## src/rtl/reflex_timer_gen.sv

```systemverilog
// Reaction-time game: arm, wait a pseudo-random delay, then time the fire press in BCD ms.
// Drives a multiplexed 7-segment display and a bank of status LEDs.
module reflex_timer_gen #(
    parameter int unsigned CYC_PER_MS    = 100000,
    parameter int unsigned DIGITS        = 3,
    parameter int unsigned DELAY_MIN_MS  = 1000,
    parameter int unsigned DELAY_STEP_MS = 1000,
    parameter int unsigned DELAY_STEPS   = 4,
    parameter int unsigned SCAN_CYC      = 32768
) (
    input  logic              clk,
    input  logic              reset,
    input  logic              ready_click,
    input  logic              fire_click,
    output logic [DIGITS-1:0] anodes,
    output logic [7:0]        cathodes,
    output logic [7:0]        outleds,
    output logic              result_valid
);

    localparam int unsigned KWidth   = $clog2(DELAY_STEPS);
    localparam int unsigned PreW     = $clog2(CYC_PER_MS);
    localparam int unsigned DelayMax = DELAY_MIN_MS + (DELAY_STEPS - 1) * DELAY_STEP_MS;
    localparam int unsigned ElapsedW = $clog2(DelayMax + 1);
    localparam int unsigned ScanW    = (SCAN_CYC > 1) ? $clog2(SCAN_CYC) : 1;
    localparam int unsigned SelW     = (DIGITS > 1) ? $clog2(DIGITS) : 1;
    localparam int unsigned BcdW     = 4 * DIGITS;

    localparam logic [BcdW-1:0] AllNines = {DIGITS{4'h9}};
    localparam logic [BcdW-1:0] AllBlank = {DIGITS{4'hA}};
    localparam logic [15:0]     LfsrSeed = 16'hACE1;

    localparam logic [2:0] StIdle = 3'd0;
    localparam logic [2:0] StArm  = 3'd1;
    localparam logic [2:0] StWait = 3'd2;
    localparam logic [2:0] StGo   = 3'd3;
    localparam logic [2:0] StDone = 3'd4;
    localparam logic [2:0] StFoul = 3'd5;

    logic [2:0]          state_q, state_d;
    logic [15:0]         lfsr_q;
    logic [KWidth-1:0]   k_q, k_d;
    logic [PreW-1:0]     presc_q, presc_d;
    logic [ElapsedW-1:0] elapsed_q, elapsed_d;
    logic [BcdW-1:0]     bcd_q, bcd_d;
    logic [BcdW-1:0]     cap_q, cap_d;
    logic [BcdW-1:0]     best_q, best_d;
    logic                new_best_q, new_best_d;
    logic [ScanW-1:0]    scan_q;
    logic [SelW-1:0]     sel_q;
    logic [7:0]          cathodes_q;

    logic                wrap;
    logic                arm_req;
    logic [ElapsedW-1:0] delay_ms;
    logic [BcdW-1:0]     bcd_next;
    logic [BcdW-1:0]     disp;
    logic [3:0]          cur_code;
    logic [7:0]          seg;

    // Decimal increment with per-digit ripple carry 9 -> 0.
    function automatic logic [BcdW-1:0] bcd_incr(input logic [BcdW-1:0] v);
        logic [BcdW-1:0] r;
        logic            carry;
        r     = v;
        carry = 1'b1;
        for (int i = 0; i < int'(DIGITS); i++) begin
            if (carry) begin
                if (v[4*i +: 4] == 4'd9) begin
                    r[4*i +: 4] = 4'd0;
                end else begin
                    r[4*i +: 4] = v[4*i +: 4] + 4'd1;
                    carry       = 1'b0;
                end
            end
        end
        return r;
    endfunction

    assign wrap     = (presc_q == PreW'(CYC_PER_MS - 1));
    assign arm_req  = !ready_click && fire_click;
    assign delay_ms = ElapsedW'(DELAY_MIN_MS + 32'(k_q) * DELAY_STEP_MS);
    assign bcd_next = bcd_incr(bcd_q);

    always_comb begin
        state_d    = state_q;
        k_d        = k_q;
        presc_d    = presc_q;
        elapsed_d  = elapsed_q;
        bcd_d      = bcd_q;
        cap_d      = cap_q;
        best_d     = best_q;
        new_best_d = new_best_q;
        case (state_q)
            StIdle: begin
                if (arm_req) state_d = StArm;
            end
            StArm: begin
                k_d       = lfsr_q[KWidth-1:0];
                presc_d   = '0;
                elapsed_d = '0;
                bcd_d     = '0;
                state_d   = StWait;
            end
            StWait: begin
                // An early press beats a delay expiring on the same edge.
                if (!fire_click) begin
                    state_d = StFoul;
                end else begin
                    presc_d = wrap ? '0 : presc_q + 1'b1;
                    if (wrap) begin
                        elapsed_d = elapsed_q + 1'b1;
                        if (elapsed_q + 1'b1 == delay_ms) state_d = StGo;
                    end
                end
            end
            StGo: begin
                presc_d = wrap ? '0 : presc_q + 1'b1;
                if (!fire_click) begin
                    state_d = StDone;
                    cap_d   = bcd_q;
                end else if (wrap) begin
                    bcd_d = bcd_next;
                    if (bcd_next == AllNines) begin
                        state_d = StDone;
                        cap_d   = AllNines;
                    end
                end
                if (state_d == StDone) begin
                    new_best_d = (cap_d < best_q);
                    if (cap_d < best_q) best_d = cap_d;
                end
            end
            StDone, StFoul: begin
                if (arm_req) state_d = StArm;
            end
            default: state_d = StIdle;
        endcase
    end

    always_comb begin
        outleds = 8'h00;
        case (state_q)
            StArm:  outleds = 8'h18;
            StWait: begin
                for (int i = 0; i < 8; i++) outleds[i] = (int'(k_q) >= i);
            end
            StGo:   outleds = 8'hFF;
            StDone: outleds = new_best_q ? 8'h0F : 8'h00;
            StFoul: outleds = 8'hA5;
            default: outleds = 8'h00;
        endcase
    end

    // Per-digit display codes: 0-9 decimal, 4'hF letter F, 4'hA blank.
    always_comb begin
        case (state_q)
            StIdle: disp = best_q;
            StDone: disp = cap_q;
            StFoul: disp = {AllBlank[BcdW-1:4], 4'hF};
            default: disp = bcd_q;
        endcase
    end

    assign cur_code = disp[4*sel_q +: 4];

    always_comb begin
        case (cur_code)
            4'd0:    seg = 8'hC0;
            4'd1:    seg = 8'hF9;
            4'd2:    seg = 8'hA4;
            4'd3:    seg = 8'hB0;
            4'd4:    seg = 8'h99;
            4'd5:    seg = 8'h92;
            4'd6:    seg = 8'h82;
            4'd7:    seg = 8'hF8;
            4'd8:    seg = 8'h80;
            4'd9:    seg = 8'h90;
            4'hF:    seg = 8'h8E;
            default: seg = 8'hFF;
        endcase
    end

    always_comb begin
        for (int i = 0; i < int'(DIGITS); i++) anodes[i] = (sel_q != SelW'(i));
    end

    assign cathodes     = cathodes_q;
    assign result_valid = (state_q == StDone);

    always_ff @(posedge clk or posedge reset) begin
        if (reset) begin
            state_q    <= StIdle;
            lfsr_q     <= LfsrSeed;
            k_q        <= '0;
            presc_q    <= '0;
            elapsed_q  <= '0;
            bcd_q      <= '0;
            cap_q      <= '0;
            best_q     <= AllNines;
            new_best_q <= 1'b0;
            scan_q     <= '0;
            sel_q      <= '0;
            cathodes_q <= 8'hFF;
        end else begin
            state_q    <= state_d;
            lfsr_q     <= {lfsr_q[14:0], lfsr_q[15] ^ lfsr_q[13] ^ lfsr_q[12] ^ lfsr_q[10]};
            k_q        <= k_d;
            presc_q    <= presc_d;
            elapsed_q  <= elapsed_d;
            bcd_q      <= bcd_d;
            cap_q      <= cap_d;
            best_q     <= best_d;
            new_best_q <= new_best_d;
            cathodes_q <= seg;
            if (scan_q == ScanW'(SCAN_CYC - 1)) begin
                scan_q <= '0;
                sel_q  <= (sel_q == SelW'(DIGITS - 1)) ? '0 : sel_q + 1'b1;
            end else begin
                scan_q <= scan_q + 1'b1;
            end
        end
    end

endmodule

```

## config.mk

```make
export PLATFORM = sky130hd
export DESIGN_NAME = reflex_timer_gen
export DESIGN_NICKNAME = d
export VERILOG_FILES = /design/src/rtl/reflex_timer_gen.sv
export SDC_FILE = /design/constraint.sdc
export NUM_CORES = 1
export LEC_CHECK = 0
export CAP_MARGIN = 30
export CORE_MARGIN = 1.5
export CORE_UTILIZATION = 46
export DETAILED_ROUTE_END_ITERATION = 16
export PLACE_DENSITY = 0.68
export SYNTH_ARGS = -nofsm -noshare
export SYNTH_HDL_FRONTEND = slang
export SYNTH_SLANG_ARGS = --single-unit
```

## constraint.sdc

```tcl
create_clock -name clk -period 6.6 [get_ports clk]
set_input_delay 1.65 -clock clk [delete_from_list [all_inputs] [get_ports clk]]
set_output_delay 1.65 -clock clk [all_outputs]
set_load 0.05 [all_outputs]
```

==> results of run 1 <==
-- logic make-up (layout without fill, tap and decap cells) --
logic type               count (synthesis)  count (layout)  synth area share [%]
AND/OR/NAND/NOR                        248             248                  19.0
buffers and inverters                   75              86                  4.67
multiplexers                            23              23                  4.56
other                                    1               1                0.0579
XOR/XNOR                                37              37                  5.00
flip-flops                             111             111                  43.3
adder cells (fa/ha/maj)                 30              30                  5.79
AO/OA/AOI/OAI                          184             184                  17.6
-- flip-flops by register name, summed over array words and instances (netlist names) --
signal      count
sel_q           2
state_q         3
presc_q        17
cap_q          12
cathodes        7
best_q         12
new_best_q      1
elapsed_q      12
scan_q         15
lfsr_q         16
bcd_q          12
k_q             2
-- routing by layer --
layer  vias up  global-route usage (%)  wire length [um]
met5         -                       0                 0
met4         0                    5.44               193
met3        14                    4.26               628
met2       126                    31.9              6450
met1      2504                    30.0              7180
li1       2496                       -                 -
-- layout by cell type (no fill, tap or decap), types with 7 or more instances in the layout --
| master | instances |
|---|---|
| sky130_fd_sc_hd__and3_1 | 15 |
| sky130_fd_sc_hd__nand2b_1 | 15 |
| sky130_fd_sc_hd__a21oi_1 | 38 |
| sky130_fd_sc_hd__dfrtp_1 | 90 |
| sky130_fd_sc_hd__nor3_1 | 10 |
| sky130_fd_sc_hd__xnor2_1 | 20 |
| sky130_fd_sc_hd__dfstp_2 | 21 |
| sky130_fd_sc_hd__o21ai_0 | 82 |
| sky130_fd_sc_hd__clkbuf_16 | 9 |
| sky130_fd_sc_hd__mux2i_1 | 7 |
| sky130_fd_sc_hd__clkdlybuf4s50_1 | 22 |
| sky130_fd_sc_hd__nand2_1 | 58 |
| sky130_fd_sc_hd__nand3_1 | 29 |
| sky130_fd_sc_hd__mux2_4 | 9 |
| sky130_fd_sc_hd__xor2_1 | 17 |
| sky130_fd_sc_hd__inv_1 | 44 |
| sky130_fd_sc_hd__a31oi_1 | 8 |
| sky130_fd_sc_hd__nor2_1 | 77 |
| sky130_fd_sc_hd__o31ai_1 | 10 |
| sky130_fd_sc_hd__ha_1 | 30 |
-- through the flow --
| step | instances | instance area, um2 | hold slack, ns | worst slack (ns) |
|---|---|---|---|---|
| 6_report | 900 | 7120 | 0.360 | 1.37 |
| 5_1_grt | 900 | 7120 | 0.366 | 1.22 |
| 4_1_cts | 900 | 7120 | 0.361 | 1.45 |
| 3_5_place_dp | 884 | 6810 | 0.337 | 1.07 |
| 3_3_place_gp | 884 | 6810 | 0.343 | 1.24 |
| 2_1_floorplan | 709 | 6480 | 0.331 | 2.05 |
-- cell type report --
class,instances,area share (%)
Timing Repair Buffer,24,3.30
Clock inverter,7,1.16
Tap cell,180,3.16
Multi-Input combinational cell,523,47.4
Inverter,46,2.46
Sequential cell,111,39.4
Clock buffer,9,3.16
-- report_power, final --
part           switching, mW  internal [mW]
Clock                  0.285          0.272
Sequential             0.114          0.794
Combinational          0.700          0.392
Total                   1.10           1.46
-- worst paths after layout --
kind,depth (start not counted),startpoint,endpoint
min in group asynchronous,2,reset,lfsr_q[3]
max in group asynchronous,3,reset,bcd_q[6]
hold / removal,0,lfsr_q[5],lfsr_q[6]
setup / recovery,10,fire_click,best_q[10]
setup reg to reg,15,presc_q[0],best_q[10]
hold reg to reg,0,lfsr_q[5],lfsr_q[6]
==> impl_summary.txt, run 1 <==
----------------------------------------------------
[Yosys]
  Ys async rst share ... 100%
  Number of standard cells after synthesis ... 709
  Main synth FF type ... sky130_fd_sc_hd__dfrtp_1
  Post-synthesis sequential element count ... 111
  Proportion of synthesized chip area in sequential cells ... 43.3%
  Yosys top cell area share ... 34.8%
  Synthesized Nets ... 743
  Netlist cell types ... 72
  Mapped cell area ... 0.00648 mm2
  Dominant cell type by area after synthesis ... sky130_fd_sc_hd__dfrtp_1
  Yosys Warn Count ... 0
  Post-synthesis area per instance ... 9.14 um2
  Cells taking the most area after synthesis ... sky130_fd_sc_hd__dfrtp_1, sky130_fd_sc_hd__dfstp_2, sky130_fd_sc_hd__o21ai_0, sky130_fd_sc_hd__ha_1, sky130_fd_sc_hd__nor2_1
  Most frequent cells after synthesis ... sky130_fd_sc_hd__dfrtp_1, sky130_fd_sc_hd__o21ai_0, sky130_fd_sc_hd__nor2_1, sky130_fd_sc_hd__nand2_1, sky130_fd_sc_hd__inv_1
  Most numerous cell in the Yosys netlist ... sky130_fd_sc_hd__dfrtp_1
  Number of flops mapped to enable cells by yosys ... 0

[Floorplan]
  Horizontal die dimension ... 122 um
  Initial cell density of the core ... 46.8%
  Core footprint ... 0.0138 mm2
  DIE HEIGHT ... 122 um
  Area of the die ... 0.0148 mm2
  Top-level I/O count ... 24
  Floorplan row count ... 43

[Clock network]
  Worst-skew pair later-pin latency ... 0.37 ns
  Clock tree from TritonCTS ... built
  Number of buffers on the longest clock path ... 2
  Setup bufs post-CTS ... 0
  TritonCTS buffer count ... 9
  Hold buffer count at cts ... 0
  # resized after CTS ... 0
  CTS HTree Levels ... 3
  Worst-path clk slew ... 0.08 ns
  Clk root buf ... sky130_fd_sc_hd__clkbuf_16
  Num Clock Sinks ... 111

[Timing]
  Max Clock Freq ... 0.191 GHz
  Number of failing setup endpoints in the final timing report ... 0
  Count of final hold-check violations ... 0
  Final Cycle Share ... 79.2%
  Slew headroom ... 28.8%
  Transition time at the pin with the least slew margin ... 1.06 ns
  Worst clock skew on the final layout ... 0.0129 ns
  Setup repair after global routing missed its margin ... false
  Number of max-slew violations in the final report ... 0
  Post-route minimum period ... 5.23 ns
  Total negative setup slack ... 0 ns

[Worst setup path]
  Internal reg-to-reg setup slack ... 1.97 ns
  Worst-path cell with the longest stage delay ... sky130_fd_sc_hd__clkdlybuf4s50_1
  Largest driver fanout on the critical path ... 30
  Crit path DAT ... 5.47 ns
  Worst endpoint required time ... 6.85 ns
  Classification of the worst setup path ... in2reg
  Critical path's most frequent cell ... sky130_fd_sc_hd__o21ai_0
  Kind of cell adding the most delay to the critical path ... compound AO/OA/AOI/OAI gates
  Crit end category ... flip-flop
  Buffers plus inverters on the worst setup path ... 1
  Max incr delay on CP ... 0.96 ns
  Worst-path cell chain ... clkdlybuf4s50_1, o21ai_0, ha_1, a21oi_1, nor2_1, a211oi_1, o21ai_0, or3_4, a211oi_4, mux2_1
  Kind of start point of the critical path ... input port

[Routing]
  Drt wl/cell ... 16.1 um
  Initial detailed-routing violation count ... 427
  Count of unresolved DRC violations after routing ... 0
  Routed vias ... 5,140
  Remaining number of nets flagged by the antenna check after routing ... 0
  Pre-Repair DR Iteration Count ... 5
  Final routed wirelength across all metal layers ... 14,500 um
  Vias per std cell ... 5.71

[GRT]
  Vias in the first global route ... 4,842
  Largest net degree at the start of global routing ... 60
  GRT Residual Overflow ... 0
  Initial antenna violation count ... 0
  Global-route total usage across every layer ... 20.8%
  Wire length of the first global-routing pass ... 24,400 um

[Final layout]
  Proportion of layout cells with a drive suffix above 1 ... 9.31%
  Area occupied by registers ... 0.00280 mm2
  Synthesis-to-finish area growth ... 9.89%
  Count of nets after finishing ... 749
  End-of-flow core utilization ... 51.5%
  Inserted Diodes ... 0
  Footprint of the multi-input gates ... 0.00337 mm2
  Fill cell count ... 1,248

[Power]
  Total power per unit cell area ... 359 mW/mm2
  VDD IR-drop max ... 0.000195 V
  Sum of internal, switching and leakage power ... 2.56 mW
  Static leakage ... 3.06 nW

[Placed design]
  Count of port buffers added during placement ... 22
  Routability cong. ... 0.905
  Final HPWL DP ... 10,400 um

[Run status]
  Result of the run ... complete, no violations

[Hold path]
  Hold WC Path Type ... reg2reg

[Run]
  Max-cap violation count ... 0

----------------------------------------------------
Note: power is estimated with default switching activity, not from simulation.
==> run 2, diff against run 1 <==
Clock period 6.6 ns to 5.45 ns, I/O delays scaled along.
==> run 2 against run 1 <==
Global-route usage grew 0.82 points. Cell count up 0.56%. Die area unchanged. Critical path type is now reg2out.
==> impl_summary.txt, run 2 (synthesized netlist as in run 1, its figures left out) <==
----------------------------------------------------
[Power]
  Combinational Power Share ... 44.1%
  Cell-internal power ... 1.78 mW
  Seq pwr share ... 34.6%
  Total power per unit cell area ... 435 mW/mm2
  Sum of internal, switching and leakage power ... 3.12 mW
  Clk pwr share ... 21.2%
  Switching Power ... 1.34 mW
  Switching power share of the total ... 43.0%
  Static leakage ... 3.09 nW
  VDD IR-drop max ... 0.000223 V

[Worst setup path]
  Endpoint of the lowest-slack register-to-register path ... best_q[1]
  Classification of the worst setup path ... reg2out
  Worst endpoint required time ... 4.09 ns
  Internal reg-to-reg setup slack ... 1.18 ns
  Crit end category ... primary output
  Largest driver fanout on the critical path ... 20
  Kind of start point of the critical path ... flip-flop
  Worst reg2reg path depth ... 16
  Launch instance of the worst register-to-register path ... presc_q[0]
  Crit path DAT ... 3.16 ns

[GRT]
  GRT Residual Overflow ... 0
  Vias in the first global route ... 4,936
  Wire length of the first global-routing pass ... 25,000 um
  Largest net degree at the start of global routing ... 56
  Global-route total usage across every layer ... 21.6%
  Initial antenna violation count ... 0

[Timing]
  Smallest setup slack after layout ... 0.926 ns
  Setup repair after global routing missed its margin ... false
  Slew headroom ... 36.8%
  Count of final hold-check violations ... 0
  Post-route minimum period ... 4.52 ns
  Number of max-slew violations in the final report ... 0
  Worst hold slack ... 0.356 ns
  Max Clock Freq ... 0.221 GHz
  Final Cycle Share ... 83.0%
  Number of failing setup endpoints in the final timing report ... 0
  Total negative setup slack ... 0 ns
  Worst clock skew on the final layout ... 0.00870 ns
  Transition time at the pin with the least slew margin ... 0.948 ns

[Routing]
  Remaining number of nets flagged by the antenna check after routing ... 0
  Initial detailed-routing violation count ... 487
  Vias per std cell ... 5.81
  Drt wl/cell ... 16.6 um
  Final routed wirelength across all metal layers ... 15,000 um
  Pre-Repair DR Iteration Count ... 6
  Count of unresolved DRC violations after routing ... 0
  Routed vias ... 5,254

[Floorplan]
  Initial cell density of the core ... 46.8%
  Horizontal die dimension ... 122 um
  Top-level I/O count ... 24
  Core footprint ... 0.0138 mm2
  Floorplan row count ... 43
  DIE HEIGHT ... 122 um
  Area of the die ... 0.0148 mm2

[Final layout]
  Most flop-heavy register ... presc_q
  Inserted Diodes ... 0
  Flip-flop count of the largest register, all copies and words added ... 17
  Count of nets after finishing ... 754
  Most frequent standard cell in the layout excluding fill and tap cells ... sky130_fd_sc_hd__dfrtp_1
  Synthesis-to-finish area growth ... 10.6%
  Most used cells in the layout excluding fill and tap cells ... sky130_fd_sc_hd__dfrtp_1, sky130_fd_sc_hd__o21ai_0, sky130_fd_sc_hd__nor2_1, sky130_fd_sc_hd__nand2_1, sky130_fd_sc_hd__inv_1
  Largest registers ... presc_q x17, lfsr_q x16, scan_q x15
  Proportion of layout cells with a drive suffix above 1 ... 9.93%

[Clock network]
  TritonCTS buffer count ... 9
  Setup bufs post-CTS ... 0
  # resized after CTS ... 0
  Number of buffers on the longest clock path ... 2
  Worst-path clk slew ... 0.08 ns
  Num Clock Sinks ... 111
  Worst-skew pair later-pin latency ... 0.37 ns
  CTS HTree Levels ... 3
  Clk root buf ... sky130_fd_sc_hd__clkbuf_16
  Clock tree from TritonCTS ... built
  Hold buffer count at cts ... 0

[Run]
  Max-cap violation count ... 0

[Hold path]
  Depth of the worst hold-timing path ... 0
  Hold WC Path Type ... reg2reg
  Endpoint of the worst hold-timing path ... lfsr_q[15]
  Hold Path Origin ... lfsr_q[14]

[Placed design]
  Routability cong. ... 0.866
  Final HPWL DP ... 10,800 um
  Post-Place Worst Slack ... 0.826 ns
  Count of port buffers added during placement ... 22

[Run status]
  Result of the run ... complete, no violations

----------------------------------------------------
## run 2: cell types whose count changed in the layout (fill, tap and decap cells not counted), sizes merged
cell | previous run | this run
buf | 2 | 7
clkinvlp | 1 | 0
clkinv | 2 | 3
## run 2: cell type report
class                      count  area [um2]
clock inverter                 7        72.6
multi-input combinational    523        3370
timing repair buffer          29         293
inverter                      46         175
clock buffer                   9         225
fill                        1241        6660
sequential                   111        2800
tap                          180         225
## run 2: worst max-delay path by stage
| stage | slack [ns] | from | endpoint |
|---|---|---|---|
| after floorplan | 1.19 | reset | bcd_q[0] |
| after global placement | 0.89 | fire_click | best_q[5] |
| after detailed placement | 0.83 | fire_click | best_q[6] |
| after CTS | 0.92 | state_q[2] | outleds[3] |
| after global routing | 0.74 | state_q[2] | outleds[3] |
| final | 0.93 | state_q[2] | outleds[3] |
## run 2: critical path, stage by stage (launching register included)
cell and delay, ns:
sky130_fd_sc_hd__dfrtp_1 0.80, sky130_fd_sc_hd__inv_1 0.40, sky130_fd_sc_hd__nor2_1 0.39, sky130_fd_sc_hd__nand2_1 0.13, sky130_fd_sc_hd__o22ai_1 0.22, sky130_fd_sc_hd__clkdlybuf4s50_1 0.85
## run 2: per-stage QoR
step / area, um2 / std cells / util (%)
3_3_place_gp: 6830 / 887 / 49.4
6_report: 7170 / 905 / 51.8
2_1_floorplan: 6480 / 709 / -
4_1_cts: 7160 / 904 / 51.8
5_1_grt: 7170 / 905 / 51.8
3_5_place_dp: 6860 / 888 / 49.6
## run 2: power groups by stage
| stage | Clock [mW] | Combinational, mW | Sequential, mW |
|---|---|---|---|
| finish | 0.663 | 1.38 | 1.08 |
| global route | 0.710 | 1.51 | 1.10 |
| CTS | 0.678 | 1.36 | 1.08 |
| detailed placement | 0 | 1.36 | 1.09 |
| global placement | 0 | 1.32 | 1.09 |
| floorplan | 0 | 0.989 | 1.11 |
## run 2: layer usage
layer	global-route usage, %	share of wire [%]	vias up
met5	0	0	-
met4	8.60	1.5	0
met3	3.98	4.9	16
met2	33.0	47	138
met1	30.5	47	2588
li1	-	-	2512
==> run 3, diff against run 2 <==
Clock period 5.45 ns to 4.2 ns, I/O delays scaled along.
==> run 3 against run 2 <==
Via count grew 0.70%. Clock skew grew 0.0012 ns. Utilization grew 0.59 points. First-iteration DRC count shrank 6.4%. Hold slack is essentially flat. Cell count grew 1.1%. Routed wire length grew 1.5%. Critical endpoint is now best_q[10].
==> impl_summary.txt, run 3 (synthesized netlist as in run 1, its figures left out) <==
----------------------------------------------------
[Run status]
  Result of the run ... complete, no violations

[Routing]
  Vias per std cell ... 5.78
  Drt wl/cell ... 16.7 um
  Pre-Repair DR Iteration Count ... 5
  Routed vias ... 5,291
  Count of unresolved DRC violations after routing ... 0
  Initial detailed-routing violation count ... 456
  Final routed wirelength across all metal layers ... 15,300 um
  Remaining number of nets flagged by the antenna check after routing ... 0

[Timing]
  Final Cycle Share ... 92.8%
  Number of max-slew violations in the final report ... 0
  Total negative setup slack ... 0 ns
  Transition time at the pin with the least slew margin ... 1.06 ns
  Post-route minimum period ... 3.90 ns
  Worst hold slack ... 0.356 ns
  Worst clock skew on the final layout ... 0.00994 ns
  Number of failing setup endpoints in the final timing report ... 0
  Smallest setup slack after layout ... 0.302 ns
  Setup repair after global routing missed its margin ... false
  Slew headroom ... 29.1%
  Max Clock Freq ... 0.257 GHz
  Count of final hold-check violations ... 0

[GRT]
  Largest net degree at the start of global routing ... 53
  Vias in the first global route ... 5,206
  Initial antenna violation count ... 0
  Wire length of the first global-routing pass ... 25,700 um
  GRT Residual Overflow ... 0
  Global-route total usage across every layer ... 22.0%

[Power]
  Static leakage ... 3.14 nW
  VDD IR-drop max ... 0.000340 V
  Total power per unit cell area ... 566 mW/mm2
  Sum of internal, switching and leakage power ... 4.10 mW

[Floorplan]
  Core footprint ... 0.0138 mm2
  DIE HEIGHT ... 122 um
  Floorplan row count ... 43
  Top-level I/O count ... 24
  Initial cell density of the core ... 46.8%
  Area of the die ... 0.0148 mm2
  Horizontal die dimension ... 122 um

[Clock network]
  CTS HTree Levels ... 3
  Worst-skew pair later-pin latency ... 0.36 ns
  Clock tree from TritonCTS ... built
  Number of buffers on the longest clock path ... 2
  Worst-path clk slew ... 0.07 ns
  Clk root buf ... sky130_fd_sc_hd__clkbuf_16
  Setup bufs post-CTS ... 0
  # resized after CTS ... 0
  Num Clock Sinks ... 111
  TritonCTS buffer count ... 9
  Hold buffer count at cts ... 0

[Worst setup path]
  Max incr delay on CP ... 0.41 ns
  Kind of cell adding the most delay to the critical path ... simple AND/OR/NAND/NOR gates
  Worst endpoint required time ... 4.45 ns
  Worst-path cell with the longest stage delay ... sky130_fd_sc_hd__dfrtp_1
  Worst-path cell chain ... ha_1, and4_1, and4_4, o211a_4, nand2_1, buf_4, nand3_1, o21ai_0, ha_1, nor2_1, nand2_1, o32ai_1, nor3_1, a211oi_4, buf_12, mux2_1
  Largest driver fanout on the critical path ... 11
  Crit end category ... flip-flop
  Classification of the worst setup path ... reg2reg
  Buffers plus inverters on the worst setup path ... 2
  Kind of start point of the critical path ... flip-flop
  Crit path DAT ... 4.15 ns

[Final layout]
  Fill cell count ... 1,226
  Count of nets after finishing ... 764
  Most flop-heavy register ... presc_q
  Most frequent standard cell in the layout excluding fill and tap cells ... sky130_fd_sc_hd__dfrtp_1
  Most used cells in the layout excluding fill and tap cells ... sky130_fd_sc_hd__dfrtp_1, sky130_fd_sc_hd__o21ai_0, sky130_fd_sc_hd__nor2_1, sky130_fd_sc_hd__nand2_1, sky130_fd_sc_hd__inv_1
  Flip-flop count of the largest register, all copies and words added ... 17
  Proportion of layout cells with a drive suffix above 1 ... 11.0%
  Synthesis-to-finish area growth ... 11.9%
  Largest registers ... presc_q x17, lfsr_q x16, scan_q x15
  Inserted Diodes ... 0

[Placed design]
  Routability cong. ... 0.912
  Count of port buffers added during placement ... 22
  Final HPWL DP ... 11,000 um
  Post-Place Worst Slack ... 0.190 ns

[Hold path]
  Hold WC Path Type ... reg2reg

[Run]
  Max-cap violation count ... 0

----------------------------------------------------
-- run 3: cell type report --
cell class / count / area [um2] / area share, %
Clock buffer: 12 / 246 / 3.40
Clock inverter: 4 / 55.1 / 0.760
Inverter: 46 / 175 / 2.42
Multi-Input combinational cell: 523 / 3370 / 46.5
Sequential cell: 111 / 2800 / 38.7
Tap cell: 180 / 225 / 3.11
Timing Repair Buffer: 39 / 370 / 5.11
-- run 3: final timing paths --
path / slack (ns) / from / depth (start not counted) / end
setup / recovery: 0.30 / presc_q[0] / 16 / best_q[10]
hold / removal: 0.36 / lfsr_q[8] / 0 / lfsr_q[9]
setup reg to reg: 0.30 / presc_q[0] / 16 / best_q[10]
hold reg to reg: 0.36 / lfsr_q[8] / 0 / lfsr_q[9]
max in group asynchronous: 2.26 / reset / 3 / best_q[7]
min in group asynchronous: 1.15 / reset / 2 / lfsr_q[2]
-- run 3: where the power goes --
group	total [mW]	internal, mW	switching, mW	leakage [nW]
clock	0.885	0.484	0.401	0.149
combinational	1.84	0.663	1.18	1.56
sequential	1.37	1.25	0.125	1.44
-- run 3: stage by stage --
stage	util, %	std cells	cell area [um2]
final	52.4	915	7250
after CTS	52.4	915	7250
after global routing	52.4	915	7250
after floorplan	-	709	6480
after global placement	50.2	899	6950
after detailed placement	50.2	899	6950
-- run 3: worst register-to-register path, cell delays in order (launching register included) --
cell	delay [ns]
sky130_fd_sc_hd__dfrtp_1	0.41
sky130_fd_sc_hd__ha_1	0.23
sky130_fd_sc_hd__and4_1	0.27
sky130_fd_sc_hd__and4_4	0.28
sky130_fd_sc_hd__o211a_4	0.19
sky130_fd_sc_hd__nand2_1	0.17
sky130_fd_sc_hd__buf_4	0.23
sky130_fd_sc_hd__nand3_1	0.08
sky130_fd_sc_hd__o21ai_0	0.16
sky130_fd_sc_hd__ha_1	0.25
sky130_fd_sc_hd__nor2_1	0.17
sky130_fd_sc_hd__nand2_1	0.08
sky130_fd_sc_hd__o32ai_1	0.27
sky130_fd_sc_hd__nor3_1	0.13
sky130_fd_sc_hd__a211oi_4	0.33
sky130_fd_sc_hd__buf_12	0.19
sky130_fd_sc_hd__mux2_1	0.33
-- run 3: layer usage --
layer,vias to the layer above,track usage (%),wire length (um)
met1,2567,29.3,6830
li1,2533,-,-
met2,161,36.1,7280
met4,0,8.16,365
met3,30,3.89,786
met5,-,0,0
